--- src/rtl/rtg_pkg.sv ---
// Shared types and constants for the RTG video fetch path.
package rtg_pkg;

    localparam int RTG_ADDR_W = 26;
    localparam int RTG_DATA_W = 16;

    typedef enum logic [1:0] {
        IDLE,
        REQ,
        DATA
    } rtg_state_t;

    // Clears the byte-offset bits within one burst of 16-bit words.
    function automatic logic [RTG_ADDR_W-1:0] burst_align_mask(input int burst_len);
        logic [RTG_ADDR_W-1:0] span;
        span = RTG_ADDR_W'(burst_len * 2 - 1);
        return ~span;
    endfunction

endpackage

--- src/rtl/rtg_fetch_responder_if.sv ---
// Bundle of fetcher-side and SDRAM-side signals around the fetch responder.
interface rtg_fetch_responder_if;
    import rtg_pkg::*;

    logic [RTG_ADDR_W-1:0] fetch_addr;
    logic                  fetch_req;
    logic                  fetch_pri;
    logic                  fetch_ack;
    logic                  fetch_fill;
    logic [RTG_DATA_W-1:0] fetch_d;
    logic                  sd_req;
    logic [RTG_ADDR_W-1:0] sd_addr;
    logic                  sd_pri;
    logic                  sd_grant;
    logic                  sd_rvalid;
    logic [RTG_DATA_W-1:0] sd_rdata;
    logic                  timeout_err;

    modport master (
        output fetch_addr, fetch_req, fetch_pri, sd_grant, sd_rvalid, sd_rdata,
        input  fetch_ack, fetch_fill, fetch_d, sd_req, sd_addr, sd_pri, timeout_err
    );

    modport slave (
        input  fetch_addr, fetch_req, fetch_pri, sd_grant, sd_rvalid, sd_rdata,
        output fetch_ack, fetch_fill, fetch_d, sd_req, sd_addr, sd_pri, timeout_err
    );

endinterface

--- src/rtl/rtg_fetch_responder.sv ---
// Turns display fetch requests into SDRAM video-slot burst reads, escalating
// priority when the grant is slow and abandoning bursts whose data stalls.
module rtg_fetch_responder
    import rtg_pkg::*;
#(
    parameter int BURST_LEN    = 8,
    parameter int PRI_WAIT     = 64,
    parameter int DATA_TIMEOUT = 255
) (
    input  logic                  clk_114,
    input  logic                  reset,
    rtg_fetch_responder_if.slave  bus
);

    localparam int BEAT_W = $clog2(BURST_LEN) + 1;
    localparam int WAIT_W = $clog2(PRI_WAIT + 1);
    localparam int TMO_W  = $clog2(DATA_TIMEOUT + 1);

    localparam logic [BEAT_W-1:0]     BEATS    = BEAT_W'(BURST_LEN);
    localparam logic [WAIT_W-1:0]     WAIT_LIM = WAIT_W'(PRI_WAIT);
    localparam logic [TMO_W-1:0]      TMO_LIM  = TMO_W'(DATA_TIMEOUT);
    localparam logic [RTG_ADDR_W-1:0] ALIGN    = burst_align_mask(BURST_LEN);

    rtg_state_t            state, state_nx;
    logic [BEAT_W-1:0]     beat_ctr, beat_nx;
    logic [WAIT_W-1:0]     wait_ctr, wait_nx;
    logic [TMO_W-1:0]      tmo_ctr, tmo_nx;
    logic                  ack_q, ack_nx;
    logic                  fill_q, fill_nx;
    logic [RTG_DATA_W-1:0] d_q, d_nx;
    logic                  req_q, req_nx;
    logic [RTG_ADDR_W-1:0] addr_q, addr_nx;
    logic                  pri_q, pri_nx;
    logic                  err_q, err_nx;

    always_ff @(posedge clk_114) begin
        if (reset) begin
            state    <= IDLE;
            beat_ctr <= '0;
            wait_ctr <= '0;
            tmo_ctr  <= '0;
            ack_q    <= 1'b0;
            fill_q   <= 1'b0;
            d_q      <= '0;
            req_q    <= 1'b0;
            addr_q   <= '0;
            pri_q    <= 1'b0;
            err_q    <= 1'b0;
        end else begin
            state    <= state_nx;
            beat_ctr <= beat_nx;
            wait_ctr <= wait_nx;
            tmo_ctr  <= tmo_nx;
            ack_q    <= ack_nx;
            fill_q   <= fill_nx;
            d_q      <= d_nx;
            req_q    <= req_nx;
            addr_q   <= addr_nx;
            pri_q    <= pri_nx;
            err_q    <= err_nx;
        end
    end

    always_comb begin
        state_nx = state;
        beat_nx  = beat_ctr;
        wait_nx  = wait_ctr;
        tmo_nx   = tmo_ctr;
        ack_nx   = 1'b0;
        fill_nx  = 1'b0;
        d_nx     = d_q;
        req_nx   = req_q;
        addr_nx  = addr_q;
        pri_nx   = pri_q;
        err_nx   = err_q;
        case (state)
            IDLE: begin
                if (bus.fetch_req) begin
                    state_nx = REQ;
                    addr_nx  = bus.fetch_addr & ALIGN;
                    req_nx   = 1'b1;
                    pri_nx   = bus.fetch_pri;
                    wait_nx  = '0;
                end
            end
            REQ: begin
                // A grant beats a simultaneous withdrawal: the slot is already ours.
                if (bus.sd_grant) begin
                    state_nx = DATA;
                    req_nx   = 1'b0;
                    pri_nx   = 1'b0;
                    ack_nx   = 1'b1;
                    beat_nx  = '0;
                    tmo_nx   = '0;
                end else if (!bus.fetch_req) begin
                    state_nx = IDLE;
                    req_nx   = 1'b0;
                    pri_nx   = 1'b0;
                end else begin
                    if (wait_ctr != WAIT_LIM) begin
                        wait_nx = wait_ctr + 1'b1;
                    end
                    pri_nx = bus.fetch_pri || (wait_nx >= WAIT_LIM);
                end
            end
            DATA: begin
                // Completion is recognised one cycle after the last fill, so the
                // fill cycle itself is still DATA and stray beats there are dropped.
                if (beat_ctr == BEATS) begin
                    state_nx = IDLE;
                end else begin
                    tmo_nx = tmo_ctr + 1'b1;
                    if (tmo_nx == TMO_LIM) begin
                        err_nx   = 1'b1;
                        state_nx = IDLE;
                    end else if (bus.sd_rvalid) begin
                        fill_nx = 1'b1;
                        d_nx    = bus.sd_rdata;
                        beat_nx = beat_ctr + 1'b1;
                    end
                end
            end
            default: state_nx = IDLE;
        endcase
    end

    assign bus.fetch_ack   = ack_q;
    assign bus.fetch_fill  = fill_q;
    assign bus.fetch_d     = d_q;
    assign bus.sd_req      = req_q;
    assign bus.sd_addr     = addr_q;
    assign bus.sd_pri      = pri_q;
    assign bus.timeout_err = err_q;

endmodule
--- src/flat_wrapper.sv ---
// flat-port wrapper written by rule: the top's interface ports become plain ports
module rtg_fetch_responder_flat import rtg_pkg::*;
#(
    parameter int BURST_LEN    = 8,
    parameter int PRI_WAIT     = 64,
    parameter int DATA_TIMEOUT = 255
)
  (clk_114, reset, bus_fetch_addr, bus_fetch_req, bus_fetch_pri, bus_sd_grant, bus_sd_rvalid, bus_sd_rdata, bus_fetch_ack, bus_fetch_fill, bus_fetch_d, bus_sd_req, bus_sd_addr, bus_sd_pri, bus_timeout_err);
  rtg_fetch_responder_if bus_i ();
  input  logic clk_114;
  input  logic reset;
  input wire logic [$bits(bus_i.fetch_addr)-1:0] bus_fetch_addr;
  input wire logic [$bits(bus_i.fetch_req)-1:0] bus_fetch_req;
  input wire logic [$bits(bus_i.fetch_pri)-1:0] bus_fetch_pri;
  input wire logic [$bits(bus_i.sd_grant)-1:0] bus_sd_grant;
  input wire logic [$bits(bus_i.sd_rvalid)-1:0] bus_sd_rvalid;
  input wire logic [$bits(bus_i.sd_rdata)-1:0] bus_sd_rdata;
  output wire logic [$bits(bus_i.fetch_ack)-1:0] bus_fetch_ack;
  output wire logic [$bits(bus_i.fetch_fill)-1:0] bus_fetch_fill;
  output wire logic [$bits(bus_i.fetch_d)-1:0] bus_fetch_d;
  output wire logic [$bits(bus_i.sd_req)-1:0] bus_sd_req;
  output wire logic [$bits(bus_i.sd_addr)-1:0] bus_sd_addr;
  output wire logic [$bits(bus_i.sd_pri)-1:0] bus_sd_pri;
  output wire logic [$bits(bus_i.timeout_err)-1:0] bus_timeout_err;
  assign bus_i.fetch_addr = bus_fetch_addr;
  assign bus_i.fetch_req = bus_fetch_req;
  assign bus_i.fetch_pri = bus_fetch_pri;
  assign bus_i.sd_grant = bus_sd_grant;
  assign bus_i.sd_rvalid = bus_sd_rvalid;
  assign bus_i.sd_rdata = bus_sd_rdata;
  assign bus_fetch_ack = bus_i.fetch_ack;
  assign bus_fetch_fill = bus_i.fetch_fill;
  assign bus_fetch_d = bus_i.fetch_d;
  assign bus_sd_req = bus_i.sd_req;
  assign bus_sd_addr = bus_i.sd_addr;
  assign bus_sd_pri = bus_i.sd_pri;
  assign bus_timeout_err = bus_i.timeout_err;
  rtg_fetch_responder #(.BURST_LEN(BURST_LEN), .PRI_WAIT(PRI_WAIT), .DATA_TIMEOUT(DATA_TIMEOUT)) u_core (.clk_114(clk_114), .reset(reset), .bus(bus_i));
endmodule
--- config.mk ---
export PLATFORM = sky130hd
export DESIGN_NAME = rtg_fetch_responder_flat
export DESIGN_NICKNAME = d
export VERILOG_FILES = /design/src/rtl/rtg_pkg.sv /design/src/rtl/rtg_fetch_responder_if.sv /design/src/rtl/rtg_fetch_responder.sv /design/src/flat_wrapper.sv
export SDC_FILE = /design/constraint.sdc
export NUM_CORES = 1
export LEC_CHECK = 0
export CAP_MARGIN = 15
export CELL_PAD_IN_SITES_DETAIL_PLACEMENT = 1
export CELL_PAD_IN_SITES_GLOBAL_PLACEMENT = 1
export CORE_ASPECT_RATIO = 1.4
export CORE_MARGIN = 2
export CORE_UTILIZATION = 33
export DETAILED_ROUTE_END_ITERATION = 8
export PLACE_DENSITY_LB_ADDON = 0.1
export SLEW_MARGIN = 40
export SYNTH_ARGS = -nofsm -noshare
export SYNTH_HDL_FRONTEND = slang
export SYNTH_SLANG_ARGS = --single-unit
--- constraint.sdc ---
create_clock -name clk_114 -period 2.9 [get_ports clk_114]
set_input_delay 0.435 -clock clk_114 [delete_from_list [all_inputs] [get_ports clk_114]]
set_output_delay 0.435 -clock clk_114 [all_outputs]
set_load 0.1 [all_outputs]
==> summary.json, run 1 <==
{
  "status": {
    "status": "complete, no violations"
  },
  "floorplan": {
    "die_x_um": 83.8,
    "core_um2": 8610,
    "die-area_um2": 9700,
    "starting_density": 0.342,
    "std_cell_rows": 40,
    "io-pin-count": 95,
    "chipHeight_um": 116
  },
  "timing": {
    "report.final.hold_viol_count": 0,
    "final.hold.worst_slack_ns": 0.456,
    "rsz0062_at_grt": "no",
    "sum_of_negative_setup_slack_ns": 0,
    "max_freq_mhz": 463,
    "timing_max_transition_violations_final": 0,
    "period_needed_ns": 2.16,
    "setup-violations-final": 0,
    "final.setup_skew_ns": 0.00283,
    "post-route-period-util": 0.745
  },
  "synthesis": {
    "synth_sequential_area_ratio": 0.435,
    "synth-compound-area-share": 0.134,
    "ys.flop_type": "sky130_fd_sc_hd__dfxtp_1",
    "synth_top_family_by_area": "simple AND/OR/NAND/NOR gates",
    "synth_edf_count": 0,
    "ys.warnings.count": 0,
    "async_reset_ff_frac": 0,
    "synth-xor-area-share": 0.00595,
    "synth_top_cell_by_area": "sky130_fd_sc_hd__dfxtp_1",
    "postSynthRegisterBits": 64,
    "netlist.area_leader.share": 0.435,
    "yosys-mux-area-fraction": 0.0714,
    "syn_avg_cell_area_um2": 8.44,
    "synthAdderAreaFrac": 0.0255,
    "syn-instance-count": 349,
    "synthDistinctLibCells": 44,
    "synth.area.top_cells": "sky130_fd_sc_hd__dfxtp_1, sky130_fd_sc_hd__nand2b_1, sky130_fd_sc_hd__nand2_1, sky130_fd_sc_hd__mux2i_1, sky130_fd_sc_hd__a21oi_1",
    "post_synthesis_cell_area_um2": 2940,
    "fraction_of_the_mapped_netlist_area_in_simple_logic_gates": 0.280
  },
  "clock_tree": {
    "cts.sinks": 64,
    "cts_buffer_depth": 2,
    "post_cts.repair.setup_buffers": 0,
    "clock_latency_ns": 0.33,
    "cts_resized": 0,
    "holdBufCountCts": 0,
    "clock-root-buffer": "sky130_fd_sc_hd__clkbuf_16",
    "htree_levels": 3,
    "cts_tree": "built",
    "path_clk_slew_ns": 0.05,
    "tritoncts.num_buffers": 9
  },
  "setup_path": {
    "critical_path.cell_chain": "ha_1 -> or4_4 -> a32oi_4 -> a211oi_4 -> buf_12 -> nor2b_1",
    "critPathRequiredTime_ns": 3.11,
    "worst-path-max-fanout": 18,
    "worstPathBufferInverterCount": 1,
    "cp_slowest_stage_delay_ns": 0.55,
    "cp_data_arrival_time_ns": 2.37,
    "timing.setup.critical_path_class": "register to register",
    "critPathTopFamily": "simple AND/OR/NAND/NOR gates",
    "worstSetupStartpoint": "u_core.tmo_ctr[1]",
    "reg2reg_from": "u_core.tmo_ctr[1]",
    "worst_setup_ep_type": "register",
    "worst-r2r-cell-count": 6,
    "crit_path_start_kind": "register",
    "rrSetupSlack_ns": 0.74,
    "critPathSlowestCell": "sky130_fd_sc_hd__or4_4",
    "regToRegEndpoint": "u_core.bus.fetch_fill"
  },
  "detailed_routing": {
    "finalWirelength_um": 7770,
    "detail_route.iter0.violations": 119,
    "drt.antenna.violating_nets": 0,
    "wl_per_cell_um": 14.4,
    "dr.pass1.iters": 6,
    "num_vias": 2667,
    "drc": 0,
    "vias_per_cell": 4.95
  },
  "placed_design": {
    "gp_congestion": 0.760,
    "placedInstanceArea_um2": 3800,
    "placed_cells": 526,
    "hpwlAfterDp_um": 5390,
    "count_of_buffers_from_port_buffering": 86
  },
  "global_routing": {
    "largest_net_degree_at_the_start_of_global_routing": 59,
    "number_of_antenna_violations_at_the_first_check_in_global_routing": 0,
    "grt.total_usage": 0.168,
    "grt-ovfl-total": 0,
    "first_global_vias": 2742,
    "grt_first_pass_wirelength_um": 13000
  },
  "finish": {
    "area_of_combinational_cells_with_multiple_inputs_um2": 1550,
    "nets": 486,
    "area_of_all_placed_cells_without_fillers_um2": 4060,
    "ff_latch_area_um2": 1280,
    "n_fill_cell": 1034,
    "final_antenna_diode_count": 0,
    "non_filler_instances": 539,
    "flow.area_growth_from_synthesis_pct": 38.0,
    "mostFrequentLayoutCells": "sky130_fd_sc_hd__dfxtp_1, sky130_fd_sc_hd__nand2_1, sky130_fd_sc_hd__buf_4",
    "final_layout_size_suffix_gt1_frac": 0.152,
    "mostFrequentLayoutCell": "sky130_fd_sc_hd__dfxtp_1"
  },
  "power_and_ir_drop": {
    "max-vdd-ir-drop_uv": 354,
    "standby_leakage_power_nw": 1.56,
    "internal_power_mw": 1.64,
    "clock_power_share": 0.421,
    "power.combinational.fraction": 0.180,
    "power_density_nw_per_um2": 572,
    "power.switching_uw": 678,
    "switching_share": 0.292,
    "seq_power_share": 0.399
  },
  "worst_hold_path": {
    "hold_end": "u_core.bus.sd_addr[7]",
    "hold_class": "register to register",
    "min-delay-start": "u_core.bus.sd_addr[7]",
    "min_delay_path_depth": 2
  },
  "job": {
    "timing.max_cap.violations": 0
  }
}
## cells in the mapped netlist (all sizes together) (2+ instances only)
master,n
a21o,2
a21oi,37
a22oi,2
a311oi,2
a31oi,2
and3,3
and3b,2
buf,10
clkbuf,13
dfxtp,64
ha,6
inv,5
mux2i,21
nand2,60
nand2b,36
nand3,6
nand3b,4
nor2,21
nor2b,9
nor3,4
o211ai,2
o21ai,12
o21bai,2
or3,7
or3b,2
xnor2,2
## tightest hold or removal path: stages, from the launching register on
cell and delay [ns]:
sky130_fd_sc_hd__dfxtp_1 0.30, sky130_fd_sc_hd__nand2_1 0.05, sky130_fd_sc_hd__a21oi_1 0.05
## final cells by class
class                      instances  share of cell area
clock buffer                      12              0.0632
clock inverter                     1             0.00123
inverter                           5             0.00462
multi-input combinational        260               0.382
sequential                        64               0.315
tap                              105              0.0323
timing repair buffer              92               0.201
## registers in the layout, summed over array words and instances, names as in the netlist
name and flops:
u_core.bus.sd_addr 22, u_core.bus.fetch_d 16, u_core.tmo_ctr 8, u_core.wait_ctr 7, u_core.beat_ctr 4, u_core.state 2, u_core.bus.fetch_ack 1, u_core.bus.fetch_fill 1
u_core.bus.sd_pri 1, u_core.bus.sd_req 1, u_core.bus.timeout_err 1
## power groups by stage
stage               combinational, mW  clock, mW  sequential (mW)
floorplan                       0.129          0             1.11
global placement                0.417          0            0.942
detailed placement              0.422          0            0.944
CTS                             0.423       1.00            0.926
global route                    0.444       1.04            0.929
finish                          0.418      0.978            0.926
## worst max-delay path by stage
stage,endpoint,slack [ns],cells after the start
finish,u_core.bus.fetch_fill,0.74,6
global route,u_core.bus.fetch_d[3],0.59,7
CTS,u_core.bus.fetch_fill,0.73,6
detailed placement,u_core.bus.fetch_d[11],0.66,7
global placement,u_core.bus.fetch_d[12],0.67,7
floorplan,u_core.beat_ctr[0],0.85,7
## layer usage
metal	global-route usage	vias to the layer above	share of wire
met5	0	-	0
li1	-	1335	-
met1	0.193	1267	0.42
met3	0.0527	10	0.057
met2	0.286	55	0.50
met4	0.0796	0	0.018
## kinds of logic (layout without fill, tap and decap cells)
| kind of cell | Yosys count | count (layout) |
|---|---|---|
| and+or+nand+nor | 161 | 161 |
| buffers and inverters | 28 | 110 |
| DFF | 64 | 64 |
| adders and majority gates | 6 | 6 |
| other | 1 | 4 |
| AOI/OAI and AO/OA | 66 | 66 |
| xor gates and xnor gates | 2 | 2 |
| muxes | 21 | 21 |
## per-stage QoR
stage	total power, mW	setup WS [ns]	utilization
finish	2.32	0.738	0.472
detailed placement	1.37	0.659	0.441
floorplan	1.24	0.851	-
global placement	1.36	0.668	0.441
global route	2.42	0.588	0.472
CTS	2.35	0.726	0.472
Power figures use the tool's default switching activity.
==> inputs of run 2 (changes only) <==
Settings changed: CORE_UTILIZATION 33 to 30.
Clock period 2.9 ns to 1.95 ns, I/O delays scaled along.
==> run 2 against run 1 <==
  * Utilization is 0.52 points lower
  * Sequential cell count unchanged
  * Count of clock-buffer cells in the layout decreased by 2
  * Die area is 9.6% higher
  * Via count is 3.7% higher
==> summary.json, run 2 (synthesized netlist as in run 1, its figures left out) <==
{
  "setup_path": {
    "worst-r2r-cell-count": {"value": 7, "change": "was 6"},
    "worst-path-max-fanout": {"value": 8, "change": "was 18"},
    "critPathSlowestCell": {"value": "sky130_fd_sc_hd__or4_4", "change": "unchanged"},
    "worst_setup_ep_type": {"value": "register", "change": "unchanged"},
    "critical_path.cell_chain": {"value": "ha_4 -> or4_4 -> a32oi_4 -> a211oi_4 -> buf_6 -> buf_16 -> nor2b_1", "change": "was ha_1 -> or4_4 -> a32oi_4 -> a211oi_4 -> buf_12 -> nor2b_1"},
    "critPathTopFamily": {"value": "simple AND/OR/NAND/NOR gates", "change": "unchanged"},
    "worstPathBufferInverterCount": {"value": 2, "change": "was 1"},
    "cp_data_arrival_time": {"value": 2.11, "unit": "ns", "change": "was 2.37 ns"},
    "timing.setup.critical_path_class": {"value": "register to register", "change": "unchanged"},
    "critical_path_depth": {"value": 7, "change": "was 6"},
    "critPathRequiredTime": {"value": 2.17, "unit": "ns", "change": "was 3.11 ns"},
    "crit_path_start_kind": {"value": "register", "change": "unchanged"},
    "rrSetupSlack": {"value": 0.06, "unit": "ns", "change": "was 0.74 ns"},
    "cp_slowest_stage_delay": {"value": 0.49, "unit": "ns", "change": "was 0.55 ns"}
  },
  "timing": {
    "period_needed": {"value": 1.89, "unit": "ns", "change": "was 2.16 ns"},
    "sum_of_negative_setup_slack": {"value": 0, "unit": "ns", "change": "unchanged"},
    "final.setup_skew": {"value": 0.00506, "unit": "ns", "change": "was 0.00283 ns"},
    "rsz0062_at_grt": {"value": "yes", "change": "was no"},
    "setup-violations-final": {"value": 0, "change": "unchanged"},
    "report.final.hold_viol_count": {"value": 0, "change": "unchanged"},
    "max_freq": {"value": 528, "unit": "MHz", "change": "was 463 MHz"},
    "timing_max_transition_violations_final": {"value": 0, "change": "unchanged"},
    "post-route-period-util": {"value": 0.971, "change": "was 0.745"},
    "final.hold.worst_slack": {"value": 0.296, "unit": "ns", "change": "was 0.456 ns"}
  },
  "detailed_routing": {
    "dr.pass1.iters": {"value": 4, "change": "was 6"},
    "drt.antenna.violating_nets": {"value": 0, "change": "unchanged"},
    "drc": {"value": 0, "change": "unchanged"},
    "detail_route.iter0.violations": {"value": 76, "change": "was 119"},
    "num_vias": {"value": 2766, "change": "was 2667"},
    "vias_per_cell": {"value": 4.66, "change": "was 4.95"},
    "wl_per_cell": {"value": 14.1, "unit": "µm", "change": "was 14.4 µm"},
    "finalWirelength": {"value": 8370, "unit": "µm", "change": "was 7770 µm"}
  },
  "finish": {
    "final_antenna_diode_count": {"value": 0, "change": "unchanged"},
    "flow.area_growth_from_synthesis": {"value": 50.7, "unit": "%", "change": "was 38.0%"},
    "n_fill_cell": {"value": 1114, "change": "was 1034"},
    "largest_reg_flops": {"value": 22, "change": "unchanged"},
    "final_layout_size_suffix_gt1_frac": {"value": 0.219, "change": "was 0.152"},
    "mostFrequentLayoutCell": {"value": "sky130_fd_sc_hd__buf_4", "change": "was sky130_fd_sc_hd__dfxtp_1"},
    "nets": {"value": 510, "change": "was 486"},
    "mostFrequentLayoutCells": {"value": "sky130_fd_sc_hd__buf_4, sky130_fd_sc_hd__dfxtp_1, sky130_fd_sc_hd__nand2_1", "change": "was sky130_fd_sc_hd__dfxtp_1, sky130_fd_sc_hd__nand2_1, sky130_fd_sc_hd__buf_4"}
  },
  "floorplan": {
    "die-area": {"value": 10600, "unit": "µm²", "change": "was 9700 µm²"},
    "core": {"value": 9510, "unit": "µm²", "change": "was 8610 µm²"},
    "io-pin-count": {"value": 95, "change": "unchanged"},
    "std_cell_rows": {"value": 42, "change": "was 40"},
    "starting_density": {"value": 0.310, "change": "was 0.342"},
    "die_x": {"value": 87.7, "unit": "µm", "change": "was 83.8 µm"},
    "chipHeight": {"value": 121, "unit": "µm", "change": "was 116 µm"}
  },
  "power_and_ir_drop": {
    "power_density": {"value": 849, "unit": "nW/µm²", "change": "was 572 nW/µm²"},
    "power.switching": {"value": 1.06, "unit": "mW", "change": "was 678 µW"},
    "internal_power": {"value": 2.71, "unit": "mW", "change": "was 1.64 mW"},
    "standby_leakage_power": {"value": 1.73, "unit": "nW", "change": "was 1.56 nW"},
    "max-vdd-ir-drop": {"value": 563, "unit": "µV", "change": "was 354 µV"},
    "seq_power_share": {"value": 0.364, "change": "was 0.399"},
    "power.combinational.fraction": {"value": 0.174, "change": "was 0.180"},
    "power.total": {"value": 3.77, "unit": "mW", "change": "was 2.32 mW"},
    "clock_power_share": {"value": 0.462, "change": "was 0.421"},
    "switching_share": {"value": 0.282, "change": "was 0.292"}
  },
  "worst_hold_path": {
    "hold_class": {"value": "primary input to register", "change": "was register to register"},
    "min_delay_path_depth": {"value": 2, "change": "unchanged"}
  },
  "placed_design": {
    "count_of_buffers_from_port_buffering": {"value": 86, "change": "unchanged"},
    "gp_congestion": {"value": 0.804, "change": "was 0.760"},
    "hpwlAfterDp": {"value": 5620, "unit": "µm", "change": "was 5390 µm"}
  },
  "global_routing": {
    "number_of_antenna_violations_at_the_first_check_in_global_routing": {"value": 0, "change": "unchanged"},
    "grt.total_usage": {"value": 0.169, "change": "was 0.168"},
    "grt_first_pass_wirelength": {"value": 14100, "unit": "µm", "change": "was 13000 µm"},
    "grt-ovfl-total": {"value": 0, "change": "unchanged"},
    "first_global_vias": {"value": 2988, "change": "was 2742"},
    "largest_net_degree_at_the_start_of_global_routing": {"value": 60, "change": "was 59"}
  },
  "clock_tree": {
    "cts_tree": {"value": "built", "change": "unchanged"},
    "cts.sinks": {"value": 64, "change": "unchanged"},
    "clock-root-buffer": {"value": "sky130_fd_sc_hd__clkbuf_16", "change": "unchanged"},
    "clock_latency": {"value": 0.33, "unit": "ns", "change": "about the same"},
    "path_clk_slew": {"value": 0.05, "unit": "ns", "change": "about the same"},
    "htree_levels": {"value": 3, "change": "unchanged"},
    "tritoncts.num_buffers": {"value": 9, "change": "unchanged"},
    "cts_buffer_depth": {"value": 2, "change": "unchanged"},
    "holdBufCountCts": {"value": 0, "change": "unchanged"}
  },
  "job": {
    "timing.max_cap.violations": {"value": 0, "change": "unchanged"}
  },
  "status": {
    "status": {"value": "complete, no violations", "change": "unchanged"}
  }
}
-- run 2: power by group through the flow --
stage | Sequential, mW | Combinational, mW | Clock (mW)
3_5_place_dp | 1.40 | 0.658 | 0
4_1_cts | 1.37 | 0.662 | 1.79
3_3_place_gp | 1.40 | 0.651 | 0
6_report | 1.37 | 0.656 | 1.74
2_1_floorplan | 1.65 | 0.192 | 0
5_1_grt | 1.38 | 0.697 | 1.84
-- run 2: metrics by stage --
step | instance area [µm²] | setup WS (ns) | cells | utilization
detailed placement | 3980 | -0.0198 | 567 | 0.418
global route | 4440 | -0.0401 | 593 | 0.467
global placement | 3980 | 0.00851 | 567 | 0.418
floorplan | 2970 | 0.000345 | 352 | -
finish | 4440 | 0.0573 | 593 | 0.467
CTS | 4390 | 0.0125 | 590 | 0.461
-- run 2: repair_timing --
item	CTS	global route
cloned	1	1
pin swaps	5	5
endpoints found under the setup margin	5	20
gates resized for setup	7	5
setup buffers	6	2
-- run 2: layout make-up --
| class | instances | area, µm² | share of cell area |
|---|---|---|---|
| timing repair buffer | 116 | 1070 | 0.242 |
| inverter | 5 | 18.8 | 0.00423 |
| clock inverter | 6 | 82.6 | 0.0186 |
| multi-input combinational | 260 | 1570 | 0.354 |
| clock buffer | 10 | 239 | 0.0538 |
| tap | 132 | 165 | 0.0372 |
| sequential | 64 | 1290 | 0.291 |
-- run 2: layer usage --
| layer | vias up | track usage | share of wire |
|---|---|---|---|
| met5 | - | 0 | 0 |
| met4 | 0 | 0.0808 | 0.021 |
| met3 | 10 | 0.0381 | 0.044 |
| met2 | 53 | 0.287 | 0.51 |
| met1 | 1321 | 0.198 | 0.42 |
| li1 | 1382 | - | - |
-- run 2: path summary, 6_finish.rpt --
check	from	end
worst max register to register	u_core.tmo_ctr[1]	u_core.bus.fetch_fill
worst min-delay path	reset	u_core.wait_ctr[5]
worst max-delay path	u_core.tmo_ctr[1]	u_core.bus.fetch_fill
worst min register to register	u_core.bus.sd_addr[17]	u_core.bus.sd_addr[17]
